File: config.mk
export PLATFORM = sky130hd
export DESIGN_NAME = seq_detector_param
export DESIGN_NICKNAME = d
export VERILOG_FILES = /design/src/rtl/seq_det_pkg.sv /design/src/rtl/sat_counter.sv /design/src/rtl/seq_detector_param.sv
export SDC_FILE = /design/constraint.sdc
export NUM_CORES = 1
export LEC_CHECK = 0
export CAP_MARGIN = 10
export CORE_ASPECT_RATIO = 0.7
export CORE_MARGIN = 2
export CORE_UTILIZATION = 52
export DETAILED_ROUTE_END_ITERATION = 6
export PLACE_DENSITY = 0.79
export RECOVER_POWER = 50
export SLEW_MARGIN = 5
export SYNTH_ARGS = -nofsm -noshare
export SYNTH_HDL_FRONTEND = slang
export SYNTH_SLANG_ARGS = --single-unit
export TNS_END_PERCENT = 20
File: constraint.sdc
create_clock -name clk -period 2.98 [get_ports clk]
set_clock_uncertainty 0.15 [all_clocks]
set_input_delay 0.745 -clock clk [delete_from_list [all_inputs] [get_ports clk]]
set_output_delay 0.745 -clock clk [all_outputs]
set_load 0.005 [all_outputs]
File: src/rtl/seq_det_pkg.sv
// Shared constants and helpers for the parameterised serial pattern detector.
package seq_det_pkg;

  localparam int          PATTERN_W_DEF = 8;
  localparam int          COUNT_W_DEF   = 8;
  localparam logic [7:0]  RESET_PATTERN = 8'b0001_0110;  // "10110", right-aligned
  localparam int          RESET_LEN     = 5;

  // Width needed to hold a length value in 0..pw.
  function automatic int len_w(input int pw);
    return $clog2(pw + 1);
  endfunction

  // Low n bits set; saturates to all ones for n >= 32.
  function automatic logic [31:0] len_mask(input logic [31:0] n);
    if (n >= 32'd32) return '1;
    return (32'd1 << n) - 32'd1;
  endfunction

endpackage

File: src/rtl/sat_counter.sv
// Up-counter that sticks at all ones; clr wins over inc.
module sat_counter #(
  parameter int WIDTH = 8
) (
  input  logic             clk,
  input  logic             reset,
  input  logic             inc,
  input  logic             clr,
  output logic [WIDTH-1:0] count
);

  always_ff @(posedge clk or posedge reset) begin
    if (reset)                   count <= '0;
    else if (clr)                count <= '0;
    else if (inc && count != '1) count <= count + 1'b1;
  end

endmodule

File: src/rtl/seq_detector_param.sv
// Serial bit-pattern detector with runtime-loadable pattern, length and
// overlap mode, registered match pulse and saturating match counter.
module seq_detector_param
  import seq_det_pkg::*;
#(
  parameter int                   PATTERN_W     = seq_det_pkg::PATTERN_W_DEF,
  parameter int                   COUNT_W       = seq_det_pkg::COUNT_W_DEF,
  parameter logic [PATTERN_W-1:0] RESET_PATTERN = PATTERN_W'(seq_det_pkg::RESET_PATTERN),
  parameter int                   RESET_LEN     = seq_det_pkg::RESET_LEN,
  parameter bit                   RESET_OVERLAP = 1'b1,
  localparam int                  LEN_W         = len_w(PATTERN_W)
) (
  input  logic                 clk,
  input  logic                 reset,
  input  logic                 in_valid,
  input  logic                 in,
  input  logic                 cfg_load,
  input  logic [PATTERN_W-1:0] cfg_pattern,
  input  logic [LEN_W-1:0]     cfg_len,
  input  logic                 cfg_overlap,
  input  logic                 clr_count,
  output logic                 match,
  output logic [COUNT_W-1:0]   match_count,
  output logic [LEN_W-1:0]     hist_fill
);

  localparam logic [LEN_W-1:0] FULL = LEN_W'(PATTERN_W);

  logic [PATTERN_W-1:0] hist, pattern, nh, mask;
  logic [LEN_W-1:0]     len, fill_nxt;
  logic                 overlap, sample, hit;
  logic [31:0]          mask32;

  assign sample = in_valid && !cfg_load;

  always_comb begin
    nh       = {hist[PATTERN_W-2:0], in};
    mask32   = len_mask(32'(len));
    mask     = mask32[PATTERN_W-1:0];
    // Lengths of 0 or beyond PATTERN_W are held but can never match.
    hit      = (len != '0) && (len <= FULL) &&
               (({1'b0, hist_fill} + 1'b1) >= {1'b0, len}) &&
               (((nh ^ pattern) & mask) == '0);
    fill_nxt = hist_fill;
    if (hit && !overlap)       fill_nxt = '0;
    else if (hist_fill != FULL) fill_nxt = hist_fill + 1'b1;
  end

  always_ff @(posedge clk or posedge reset) begin
    if (reset) begin
      hist      <= '0;
      hist_fill <= '0;
      match     <= 1'b0;
      pattern   <= RESET_PATTERN;
      len       <= LEN_W'(RESET_LEN);
      overlap   <= RESET_OVERLAP;
    end else begin
      match <= sample && hit;
      if (cfg_load) begin
        pattern   <= cfg_pattern;
        len       <= cfg_len;
        overlap   <= cfg_overlap;
        hist      <= '0;
        hist_fill <= '0;
      end else if (in_valid) begin
        // In non-overlap mode bits still shift in, but fill restarts at 0.
        hist      <= nh;
        hist_fill <= fill_nxt;
      end
    end
  end

  sat_counter #(.WIDTH(COUNT_W)) u_count (
    .clk   (clk),
    .reset (reset),
    .inc   (sample && hit),
    .clr   (clr_count),
    .count (match_count)
  );

endmodule

* Word-level counts from Yosys, hierarchy flattened *
Index checks and enable logic that the tools add are counted.
Widths: inputs -> output; s select.

cells by class
  $add $sub $neg = 4
  order comparisons = 2
  equality and inequality tests = 2
  shifts and indexed selects = 1
  multiplexer cells = 8
  bitwise logic cells = 2
  reduce and logical (&&, ||, !) cells = 15

operators with widths
  operator             count
  $mux 4               4
  $mux 8               2
  $mux 7               2
  $add 8x1->8 const B  1
  $and 8x8->8          1
  $logic_not 8->1      1
  $ne 8x8->1 const B   1
  $shl 1x4->8 const A  1
  $sub 8x1->8 const B  1
  $xor 8x8->8          1
  $logic_and 1x1->1    7
  $add 4x1->5 const B  1
  $ge 5x4->1           1
  $add 4x1->4 const B  1
  $le 4x4->1 const B   1
  $ne 4x4->1 const B   1
  $reduce_bool 2->1    2
  $reduce_bool 4->1    1
  $reduce_bool 3->1    1
  $logic_not 1->1      2
  $reduce_and 2->1     1

word-level totals
  flip-flop bits (word level) = 33
  word-level logic and storage cells = 41

* Longest topological paths before layout *
Gate-level depths: netlist of run 1.

  depth after elaboration = 9
  depth in mapped cells = 10
  depth with buffers taken out = 9

* Hierarchy *
A second synthesis of run 1 with hierarchy kept.

second synthesis, totals
  cell total of the unflattened synthesis = 178
  area total of the unflattened synthesis = 1896.8 um^2

by module, submodules not included
  module              times used  cells an instance  area an instance (um^2)  sequential area each (um^2)
  seq_detector_param  1           129                1392.6                   633.1
  sat_counter         1           49                 504.2                    200.2

* Worst setup path after synthesis of run 1 *
OpenSTA, ideal clock, no wires.

  path kind = register -> register
  start point = reg hist_fill[2]
  end point = reg u_count.count[7]
  setup time = 78 ps
  arrival = 2231 ps
  required time = 2752 ps
  path slack = 521 ps
  cell stages (with the launch flop) = 10
  path buffers = 1
  period minus slack after synthesis = 2459 ps
  cell sequence = dfrtp_1 -> clkbuf_1 -> nand3_1 -> xnor2_1 -> ha_1 -> o21ai_0 -> o21ai_0 -> o211ai_4 -> or4_1 -> a21oi_1

on the way
  longest elaborated chain between the ends = 7

RTL lines
  what                                line                      source
  start, declared                     seq_detector_param.sv:24  output logic [LEN_W-1:0] hist_fill
  start signal, assigned              seq_detector_param.sv:68  hist_fill <= fill_nxt;
  $add 4x1->5                         seq_detector_param.sv:42  (({1'b0, hist_fill} + 1'b1) >= {1'b0, len}) &&
  $ge 5x4->1                          seq_detector_param.sv:42
  $logic_and 1x1->1                   seq_detector_param.sv:41  hit = (len != '0) && (len <= FULL) &&
  $logic_and 1x1->1                   seq_detector_param.sv:42
  $logic_and 1x1->1                   seq_detector_param.sv:76  .inc (sample && hit),
  $logic_and 1x1->1                   sat_counter.sv:15         else if (inc && count != '1) count <= count + 1'b1;
  $reduce_bool 2->1 (no source line)  -
  end signal, assigned                sat_counter.sv:15
  end, declared                       sat_counter.sv:9          output logic [WIDTH-1:0] count

Every way passes these cells.
A chain may end at the register's enable or synchronous reset.

* Worst setup path in the final report of run 1 *
  start point = in cfg_load
  end point = reg hist_fill[1]

on the way
  longest elaborated chain between the ends = 2
  elaborated cells between the ends (all ways) = 4
  those cells by class = mux: 1; reduce/logical: 3

RTL lines
  what                                                                            line                      source
  start, declared                                                                 seq_detector_param.sv:17  input logic cfg_load,
  $reduce_bool 3->1 (no source line) / $reduce_bool 2->1 (equally long branches)  -
  $reduce_and 2->1 (no source line)                                               -

Parallel ways exist; a longest one is shown, timed or not.

==> results of run 1 <==
[final cells by class]
class,count,area (µm²)
clock buffer,5,68.8
clock inverter,3,17.5
fill,270,1170
inverter,8,30.0
multi-input combinational,135,976
sequential,33,833
tap,50,62.6
timing repair buffer,35,334
[cells in the final DEF (no fill, tap or decap), types with 3 or more instances in the layout]
cell / count
sky130_fd_sc_hd__o32ai_1: 3
sky130_fd_sc_hd__a21oi_1: 7
sky130_fd_sc_hd__mux2i_1: 7
sky130_fd_sc_hd__mux2_2: 10
sky130_fd_sc_hd__xor2_1: 3
sky130_fd_sc_hd__nor2_1: 18
sky130_fd_sc_hd__nand2_1: 9
sky130_fd_sc_hd__clkdlybuf4s50_1: 29
sky130_fd_sc_hd__mux2_1: 4
sky130_fd_sc_hd__o21ai_0: 8
sky130_fd_sc_hd__inv_1: 7
sky130_fd_sc_hd__nand2b_1: 5
sky130_fd_sc_hd__o31ai_1: 3
sky130_fd_sc_hd__dfstp_2: 6
sky130_fd_sc_hd__clkbuf_8: 5
sky130_fd_sc_hd__xnor2_1: 8
sky130_fd_sc_hd__nor2b_1: 4
sky130_fd_sc_hd__dfrtp_1: 27
sky130_fd_sc_hd__nor3_1: 7
sky130_fd_sc_hd__ha_1: 8
sky130_fd_sc_hd__nand3_1: 8
[worst max path at each step]
stage               cells after the start  slack, ps                startpoint                      endpoint
floorplan                               9        520  hist_fill[2]$_DFFE_PP0P_  u_count.count[7]$_DFFE_PP0P_
global placement                        6        220                        in  u_count.count[7]$_DFFE_PP0P_
detailed placement                      6        160                        in  u_count.count[7]$_DFFE_PP0P_
CTS                                     9        290  hist_fill[0]$_DFFE_PP0P_  u_count.count[7]$_DFFE_PP0P_
global route                            5         40                  cfg_load      hist_fill[1]$_DFFE_PP0P_
finish                                  5        230                  cfg_load      hist_fill[1]$_DFFE_PP0P_
[sequential cells by signal, indices dropped and copies added (netlist names)]
name / count
overlap: 1
hist: 7
pattern: 8
match: 1
len: 4
hist_fill: 4
u_count.count: 8
[cell usage after synthesis]
master / instances
sky130_fd_sc_hd__nor2_1: 18
sky130_fd_sc_hd__nor2b_1: 4
sky130_fd_sc_hd__nor4bb_1: 1
sky130_fd_sc_hd__a21oi_1: 7
sky130_fd_sc_hd__o311ai_1: 1
sky130_fd_sc_hd__nand4_1: 1
sky130_fd_sc_hd__nor3b_1: 1
sky130_fd_sc_hd__ha_1: 8
sky130_fd_sc_hd__nor4_1: 2
sky130_fd_sc_hd__o21ba_1: 1
sky130_fd_sc_hd__o21a_1: 2
sky130_fd_sc_hd__o31ai_1: 3
sky130_fd_sc_hd__clkbuf_1: 5
sky130_fd_sc_hd__or4_1: 2
sky130_fd_sc_hd__dfrtp_1: 27
sky130_fd_sc_hd__nand3_1: 8
sky130_fd_sc_hd__o32ai_1: 3
sky130_fd_sc_hd__mux2_2: 10
sky130_fd_sc_hd__nand3b_1: 1
sky130_fd_sc_hd__a211oi_1: 1
sky130_fd_sc_hd__mux2i_1: 7
sky130_fd_sc_hd__nor3_1: 7
sky130_fd_sc_hd__o22ai_1: 2
sky130_fd_sc_hd__dfstp_2: 6
sky130_fd_sc_hd__o211ai_4: 1
sky130_fd_sc_hd__inv_2: 1
sky130_fd_sc_hd__nand2b_1: 5
sky130_fd_sc_hd__inv_1: 7
sky130_fd_sc_hd__buf_2: 2
sky130_fd_sc_hd__nand2_1: 9
sky130_fd_sc_hd__or3_1: 2
sky130_fd_sc_hd__mux2_1: 4
sky130_fd_sc_hd__xnor2_1: 8
sky130_fd_sc_hd__buf_1: 1
sky130_fd_sc_hd__o21ai_0: 8
sky130_fd_sc_hd__nor4b_4: 1
sky130_fd_sc_hd__and3_1: 2
sky130_fd_sc_hd__xor2_1: 3
sky130_fd_sc_hd__a31oi_1: 2
[layer usage]
metal	track usage	vias to the layer above	routed length (µm)
li1	-	720	-
met1	0.293	716	1780
met2	0.343	33	1800
met3	0.0524	5	158
met4	0.0848	0	38
met5	0	-	0
[power groups by stage]
stage / Combinational (µW) / Clock [µW] / Sequential (µW)
2_1_floorplan: 114 / 0 / 501
3_3_place_gp: 163 / 0 / 507
3_5_place_dp: 171 / 0 / 510
4_1_cts: 171 / 336 / 502
5_1_grt: 191 / 360 / 505
6_report: 168 / 325 / 502
[kinds of logic (layout without fill, tap and decap cells)]
logic type      count (synthesis)  count (layout)  synth area share
compound gates                 31              31             0.113
simple gates                   64              64             0.182
mux                            21              21             0.122
flops                          33              33             0.445
fa+ha+maj                       8               8            0.0535
buf+inv                        16              51            0.0334
xor+xnor                       11              11            0.0515
[through the flow]
stage / area, µm² / hold slack, ps / instances
5_1_grt: 2320 / 418 / 269
4_1_cts: 2330 / 389 / 269
3_3_place_gp: 2240 / 365 / 261
2_1_floorplan: 1870 / 351 / 184
6_report: 2320 / 387 / 269
3_5_place_dp: 2240 / 373 / 261
[worst max-delay path, delay by kind of cell]
kind,cells,cell delay (ps)
compound gates,2,310
buf+inv,2,1480
simple gates,1,180
==> metrics.json, run 1 <==
{
  "result_of_the_run": {"value": "finished clean"},
  "critical_path.endpoint_type": {"value": "flip-flop"},
  "critical_path.slowest_cell": {"value": "sky130_fd_sc_hd__clkbuf_1"},
  "min-delay-start": {"value": "pattern[0]$_DFFE_PP0P_"},
  "finalHoldViolations": {"value": 0},
  "seq_power_share": {"value": 0.505},
  "layout_worst_path_cycle_share": {"value": 0.923},
  "cap_violations": {"value": 0},
  "critPathKind": {"value": "in2reg"},
  "post_cts.repair.setup_buffers": {"value": 0},
  "crit_chain": {"value": "dlygate4sd3_1, clkbuf_1, nor4_1, o32ai_1, o31ai_1"},
  "route.detailed.drc": {"value": 0},
  "final_core_util": {"value": 0.665},
  "tns": {"value": 0, "unit": "ps"},
  "io_buffers": {"value": 31},
  "gp_congestion": {"value": 0.740},
  "worstHoldPathType": {"value": "reg2reg"},
  "netlist-cell-type-count": {"value": 39},
  "num_io_pins": {"value": 32},
  "dieHeight": {"value": 54.2, "unit": "µm"},
  "synthDominantCellAreaShare": {"value": 0.361},
  "areaGrowthSynthToFinish": {"value": 24.1, "unit": "%"},
  "synth_area_leaders": {"value": "sky130_fd_sc_hd__dfrtp_1 36%, sky130_fd_sc_hd__dfstp_2 8.4%, sky130_fd_sc_hd__mux2_2 6.0%, sky130_fd_sc_hd__ha_1 5.3%, sky130_fd_sc_hd__mux2i_1 3.7%"},
  "r2r.worst_path.cells": {"value": 9},
  "fp.coreArea": {"value": 3490, "unit": "µm²"},
  "hpwlAfterDp": {"value": 2790, "unit": "µm"},
  "cts_tree": {"value": "done"},
  "synthesis.area": {"value": 1870, "unit": "µm²"},
  "std_cell_rows": {"value": 18},
  "cts_num_sinks": {"value": 33},
  "power.switching": {"value": 274, "unit": "µW"},
  "combinationalPowerShare": {"value": 0.169},
  "detailroute.via_count": {"value": 1474},
  "clockPowerShare": {"value": 0.326},
  "wl_cell": {"value": 14.0, "unit": "µm"},
  "detail-route-antenna-nets": {"value": 0},
  "syn_avg_cell_area": {"value": 10.2, "unit": "µm²"},
  "mappedNetlistNets": {"value": 211},
  "register_bit_count_reported_by_yosys": {"value": 33},
  "die_area": {"value": 4100, "unit": "µm²"},
  "worst_skew_pair.late_latency": {"value": 290, "unit": "ps"},
  "clock_path_buffers": {"value": 2},
  "global_route.usage.total": {"value": 0.218},
  "cts_resized": {"value": 0},
  "crit_fanout": {"value": 29},
  "synthesis.yosys.warnings": {"value": 0},
  "post_drt_via_cell_ratio": {"value": 5.48},
  "tightestPinTransition": {"value": 1280, "unit": "ps"},
  "final_nets": {"value": 245},
  "drt_first_iter_violations": {"value": 105},
  "crit_path_max_incr_delay": {"value": 940, "unit": "ps"},
  "slew-limit-headroom": {"value": 0.147},
  "grt_first_pass_wirelength": {"value": 6470, "unit": "µm"},
  "first_global_vias": {"value": 1462},
  "post_synth_inst_count": {"value": 184},
  "internal-power": {"value": 721, "unit": "µW"},
  "finalCriticalPeriod": {"value": 2750, "unit": "ps"},
  "aggregate_routed_wire_length": {"value": 3780, "unit": "µm"},
  "gr-total-overflow": {"value": 0},
  "synth_largest_area_cell": {"value": "sky130_fd_sc_hd__dfrtp_1"},
  "max_freq": {"value": 364, "unit": "MHz"},
  "cts-root-buf": {"value": "sky130_fd_sc_hd__clkbuf_8"},
  "h-tree-depth": {"value": 2},
  "reg2reg_setup_slack": {"value": 270, "unit": "ps"},
  "switch_share": {"value": 0.276},
  "worst_voltage_drop_across_the_vdd_grid": {"value": 344, "unit": "µV"},
  "rr_startpoint": {"value": "hist_fill[0]$_DFFE_PP0P_"},
  "startpoint_type": {"value": "primary input"},
  "post_route_cells_drive_above_1_share": {"value": 0.137},
  "initial_utilization": {"value": 0.536},
  "synth_seq_area_share": {"value": 0.445},
  "cts_buffers": {"value": 5},
  "worstPathRequired": {"value": 2950, "unit": "ps"},
  "worst_slack": {"value": 230, "unit": "ps"},
  "worstHoldPathCells": {"value": 1},
  "detailedRoute.firstPassIterationCount": {"value": 5},
  "power.leakage": {"value": 0.000986, "unit": "µW"},
  "ctsHoldBuffers": {"value": 0},
  "crit-reg2reg-capture": {"value": "u_count.count[7]$_DFFE_PP0P_"},
  "die-width": {"value": 75.7, "unit": "µm"},
  "total_power": {"value": 996, "unit": "µW"},
  "setup_viol": {"value": 0},
  "largest_net_degree_at_the_start_of_global_routing": {"value": 34},
  "worst-endpoint-arrival": {"value": 2720, "unit": "ps"},
  "endpoint_worst_hold": {"value": "pattern[0]$_DFFE_PP0P_"},
  "place_worst_setup_slack": {"value": 156, "unit": "ps"},
  "initial_antenna_violation_count": {"value": 0},
  "report.final.slew_viol_count": {"value": 0},
  "clkSlewWorstSetupHoldPaths": {"value": 70, "unit": "ps"},
  "antenna_cells": {"value": 0},
  "pwr_density_cell": {"value": 429, "unit": "nW/µm²"},
  "grt_setup_unrepaired": {"value": "false"}
}
No activity file was read; power rests on OpenSTA's default activity.
==> run 2: changes to the inputs <==
--- a/config.mk
+++ b/config.mk
@@ -7,7 +7,6 @@
 export LEC_CHECK = 0
 export CAP_MARGIN = 10
 export CORE_ASPECT_RATIO = 0.7
-export CORE_MARGIN = 2
 export CORE_UTILIZATION = 52
 export DETAILED_ROUTE_END_ITERATION = 6
 export PLACE_DENSITY = 0.79
==> run 2 against run 1 <==
The flow now finishes with violations (max-capacitance violations, max-slew violations). Fmax is 0.66% lower. Critical endpoint is now u_count.count[3]$_DFFE_PP0P_. Non-clock buffer count is the same. Combinational power about the same.
==> metrics.json, run 2 (synthesis results as in run 1) <==
{
  "result_of_the_run": {"value": "complete, but fails checks"},
  "violations": {"value": "max-capacitance violations, max-slew violations"},
  "gr-total-overflow": {"value": 0, "change": "unchanged"},
  "post_cts.repair.setup_buffers": {"value": 0, "change": "unchanged"},
  "aggregate_routed_wire_length": {"value": 3880, "unit": "µm", "change": "+2.9%"},
  "power.switching": {"value": 277, "unit": "µW", "change": "+0.96%"},
  "final_common_cell": {"value": "sky130_fd_sc_hd__clkdlybuf4s50_1"},
  "detail-route-antenna-nets": {"value": 0, "change": "unchanged"},
  "max_freq": {"value": 361, "unit": "MHz", "change": "-0.66%"},
  "tightestPinTransition": {"value": 1770, "unit": "ps", "change": "+489 ps"},
  "cts_buffers": {"value": 5, "change": "unchanged"},
  "global_route.usage.total": {"value": 0.235, "change": "+0.0167"},
  "wl_cell": {"value": 14.6, "unit": "µm", "change": "+4.0%"},
  "tns": {"value": 0, "unit": "ps", "change": "unchanged"},
  "critPathKind": {"value": "reg2reg"},
  "buffers_and_inverters_on_the_worst_path": {"value": 0, "change": "-2"},
  "largestRegisters": {"value": "pattern: 8 flops, u_count.count: 8 flops, hist: 7 flops"},
  "largest_net_degree_at_the_start_of_global_routing": {"value": 34, "change": "unchanged"},
  "antenna_cells": {"value": 0, "change": "unchanged"},
  "finalHoldViolations": {"value": 0, "change": "unchanged"},
  "worstPathRequired": {"value": 3000, "unit": "ps", "change": "+50 ps"},
  "slew-limit-headroom": {"value": -0.179, "change": "-0.326"},
  "crit_fanout": {"value": 12, "change": "-59%"},
  "internal-power": {"value": 833, "unit": "µW", "change": "+15%"},
  "critical_path.slowest_cell": {"value": "sky130_fd_sc_hd__dfstp_2"},
  "final_core_util": {"value": 0.712, "change": "+0.0467"},
  "dieHeight": {"value": 52.2, "unit": "µm", "change": "-3.7%"},
  "post_route_cells_drive_above_1_share": {"value": 0.128, "change": "-0.00913"},
  "combinationalPowerShare": {"value": 0.152, "change": "-0.017"},
  "cts_num_sinks": {"value": 33, "change": "unchanged"},
  "die-width": {"value": 73.7, "unit": "µm", "change": "-2.6%"},
  "cap_violations": {"value": 1, "change": "+1"},
  "final_nets": {"value": 245, "change": "unchanged"},
  "worst_skew_pair.late_latency": {"value": 290, "unit": "ps", "change": "about the same"},
  "gp_congestion": {"value": 0.838, "change": "+13%"},
  "clkSlewWorstSetupHoldPaths": {"value": 70, "unit": "ps", "change": "about the same"},
  "h-tree-depth": {"value": 2, "change": "unchanged"},
  "worst-endpoint-arrival": {"value": 2790, "unit": "ps", "change": "+70 ps"},
  "worstHoldPathCells": {"value": 1, "change": "unchanged"},
  "num_io_pins": {"value": 32, "change": "unchanged"},
  "areaGrowthSynthToFinish": {"value": 25.4, "unit": "%"},
  "critical-path-top-delay-family": {"value": "simple AND/OR/NAND/NOR gates"},
  "setup_viol": {"value": 0, "change": "unchanged"},
  "startpoint_type": {"value": "flip-flop"},
  "clock_path_buffers": {"value": 2, "change": "unchanged"},
  "layout_worst_path_cycle_share": {"value": 0.929, "change": "+0.00612"},
  "report.final.slew_viol_count": {"value": 34, "change": "+34"},
  "ctsHoldBuffers": {"value": 0, "change": "unchanged"},
  "drt_first_iter_violations": {"value": 78, "change": "-26%"},
  "fp.coreArea": {"value": 3300, "unit": "µm²", "change": "-5.6%"},
  "critical_path.endpoint_type": {"value": "flip-flop"},
  "hpwlAfterDp": {"value": 2780, "unit": "µm", "change": "-0.57%"},
  "initial_utilization": {"value": 0.568, "change": "+0.0315"},
  "postPlaceCellArea": {"value": 2240, "unit": "µm²", "change": "-0.17%"},
  "cts_resized": {"value": 0, "change": "unchanged"},
  "grt_first_pass_wirelength": {"value": 6650, "unit": "µm", "change": "+2.9%"},
  "switch_share": {"value": 0.250, "change": "-0.0260"},
  "layout.cells.non_filler": {"value": 266, "change": "-1.1%"},
  "reg2reg_setup_slack": {"value": 210, "unit": "ps", "change": "-60 ps"},
  "power.leakage": {"value": 0.000998, "unit": "µW", "change": "+1.1%"},
  "post_drt_via_cell_ratio": {"value": 5.65, "change": "+3.1%"},
  "die_area": {"value": 3850, "unit": "µm²", "change": "-6.2%"},
  "detailedRoute.firstPassIterationCount": {"value": 4, "change": "-1"},
  "detailroute.via_count": {"value": 1503, "change": "+2.0%"},
  "final_cell_area": {"value": 2350, "unit": "µm²", "change": "+1.1%"},
  "initial_antenna_violation_count": {"value": 0, "change": "unchanged"},
  "place_inst": {"value": 258, "change": "-1.1%"},
  "cts_tree": {"value": "done"},
  "worstHoldPathType": {"value": "reg2reg"},
  "endpoint_worst_hold": {"value": "pattern[0]$_DFFE_PP0P_"},
  "layout_filler_cell_count": {"value": 261, "change": "-3.3%"},
  "crit_path_max_incr_delay": {"value": 610, "unit": "ps", "change": "-330 ps"},
  "std_cell_rows": {"value": 17, "change": "-1"},
  "r2r.worst_path.cells": {"value": 9, "change": "unchanged"},
  "crit-reg2reg-capture": {"value": "u_count.count[3]$_DFFE_PP0P_"},
  "route.detailed.drc": {"value": 0, "change": "unchanged"},
  "pwr_density_cell": {"value": 473, "unit": "nW/µm²", "change": "+10%"},
  "io_buffers": {"value": 31, "change": "unchanged"},
  "most-common-layout-cells": {"value": "30 x sky130_fd_sc_hd__clkdlybuf4s50_1, 27 x sky130_fd_sc_hd__dfrtp_1, 18 x sky130_fd_sc_hd__nor2_1"},
  "cts-root-buf": {"value": "sky130_fd_sc_hd__clkbuf_8"},
  "worst_voltage_drop_across_the_vdd_grid": {"value": 331, "unit": "µV", "change": "-3.6%"},
  "min-delay-start": {"value": "pattern[0]$_DFFE_PP0P_"},
  "clockPowerShare": {"value": 0.395, "change": "+0.069"},
  "first_global_vias": {"value": 1479, "change": "+1.2%"},
  "finalCriticalPeriod": {"value": 2770, "unit": "ps", "change": "+18.2 ps"},
  "crit_chain": {"value": "nor2_1, nand2_1, ha_1, or3_1, a21oi_1, o21ai_0, nand3_1, nor3_1, mux2_1"},
  "rr_startpoint": {"value": "len[2]$_DFFE_PP1P_"},
  "seq_power_share": {"value": 0.453, "change": "-0.052"},
  "grt_setup_unrepaired": {"value": "false"}
}
[run 2: layout make-up]
class                      instances  area, µm²  share of cell area
clock buffer                       7       86.3              0.0368
clock inverter                     1       30.0              0.0128
inverter                           8       30.0              0.0128
multi-input combinational        135        976               0.416
sequential                        33        833               0.355
tap                               47       58.8              0.0251
timing repair buffer              35        333               0.142
[run 2: how the worst max path moves through the flow]
stage / cells after the start / endpoint / startpoint
floorplan: 9 / u_count.count[7]$_DFFE_PP0P_ / hist_fill[2]$_DFFE_PP0P_
global placement: 6 / u_count.count[7]$_DFFE_PP0P_ / in
detailed placement: 6 / u_count.count[5]$_DFFE_PP0P_ / in
CTS: 9 / u_count.count[5]$_DFFE_PP0P_ / hist_fill[0]$_DFFE_PP0P_
global route: 9 / u_count.count[2]$_DFFE_PP0P_ / hist_fill[0]$_DFFE_PP0P_
finish: 9 / u_count.count[3]$_DFFE_PP0P_ / len[2]$_DFFE_PP1P_
[run 2: power by group through the flow]
stage	Combinational, µW	Clock (µW)	Sequential (µW)
6_report	169	438	503
2_1_floorplan	114	0	501
3_3_place_gp	163	0	507
4_1_cts	171	444	503
3_5_place_dp	170	0	510
5_1_grt	188	463	506
[run 2: per-stage QoR]
stage	hold slack (ps)	setup WS [ps]	power, µW
2_1_floorplan	351	521	615
3_3_place_gp	364	211	670
3_5_place_dp	368	128	680
4_1_cts	383	232	1120
5_1_grt	403	19.6	1160
6_report	378	212	1110
[run 2: metal layers]
| layer | vias up | part of all wire | GRT usage |
|---|---|---|---|
| met2 | 36 | 0.48 | 0.388 |
| li1 | 724 | - | - |
| met4 | 0 | 0.012 | 0.0833 |
| met1 | 737 | 0.47 | 0.302 |
| met3 | 6 | 0.042 | 0.0577 |
| met5 | - | 0 | 0 |
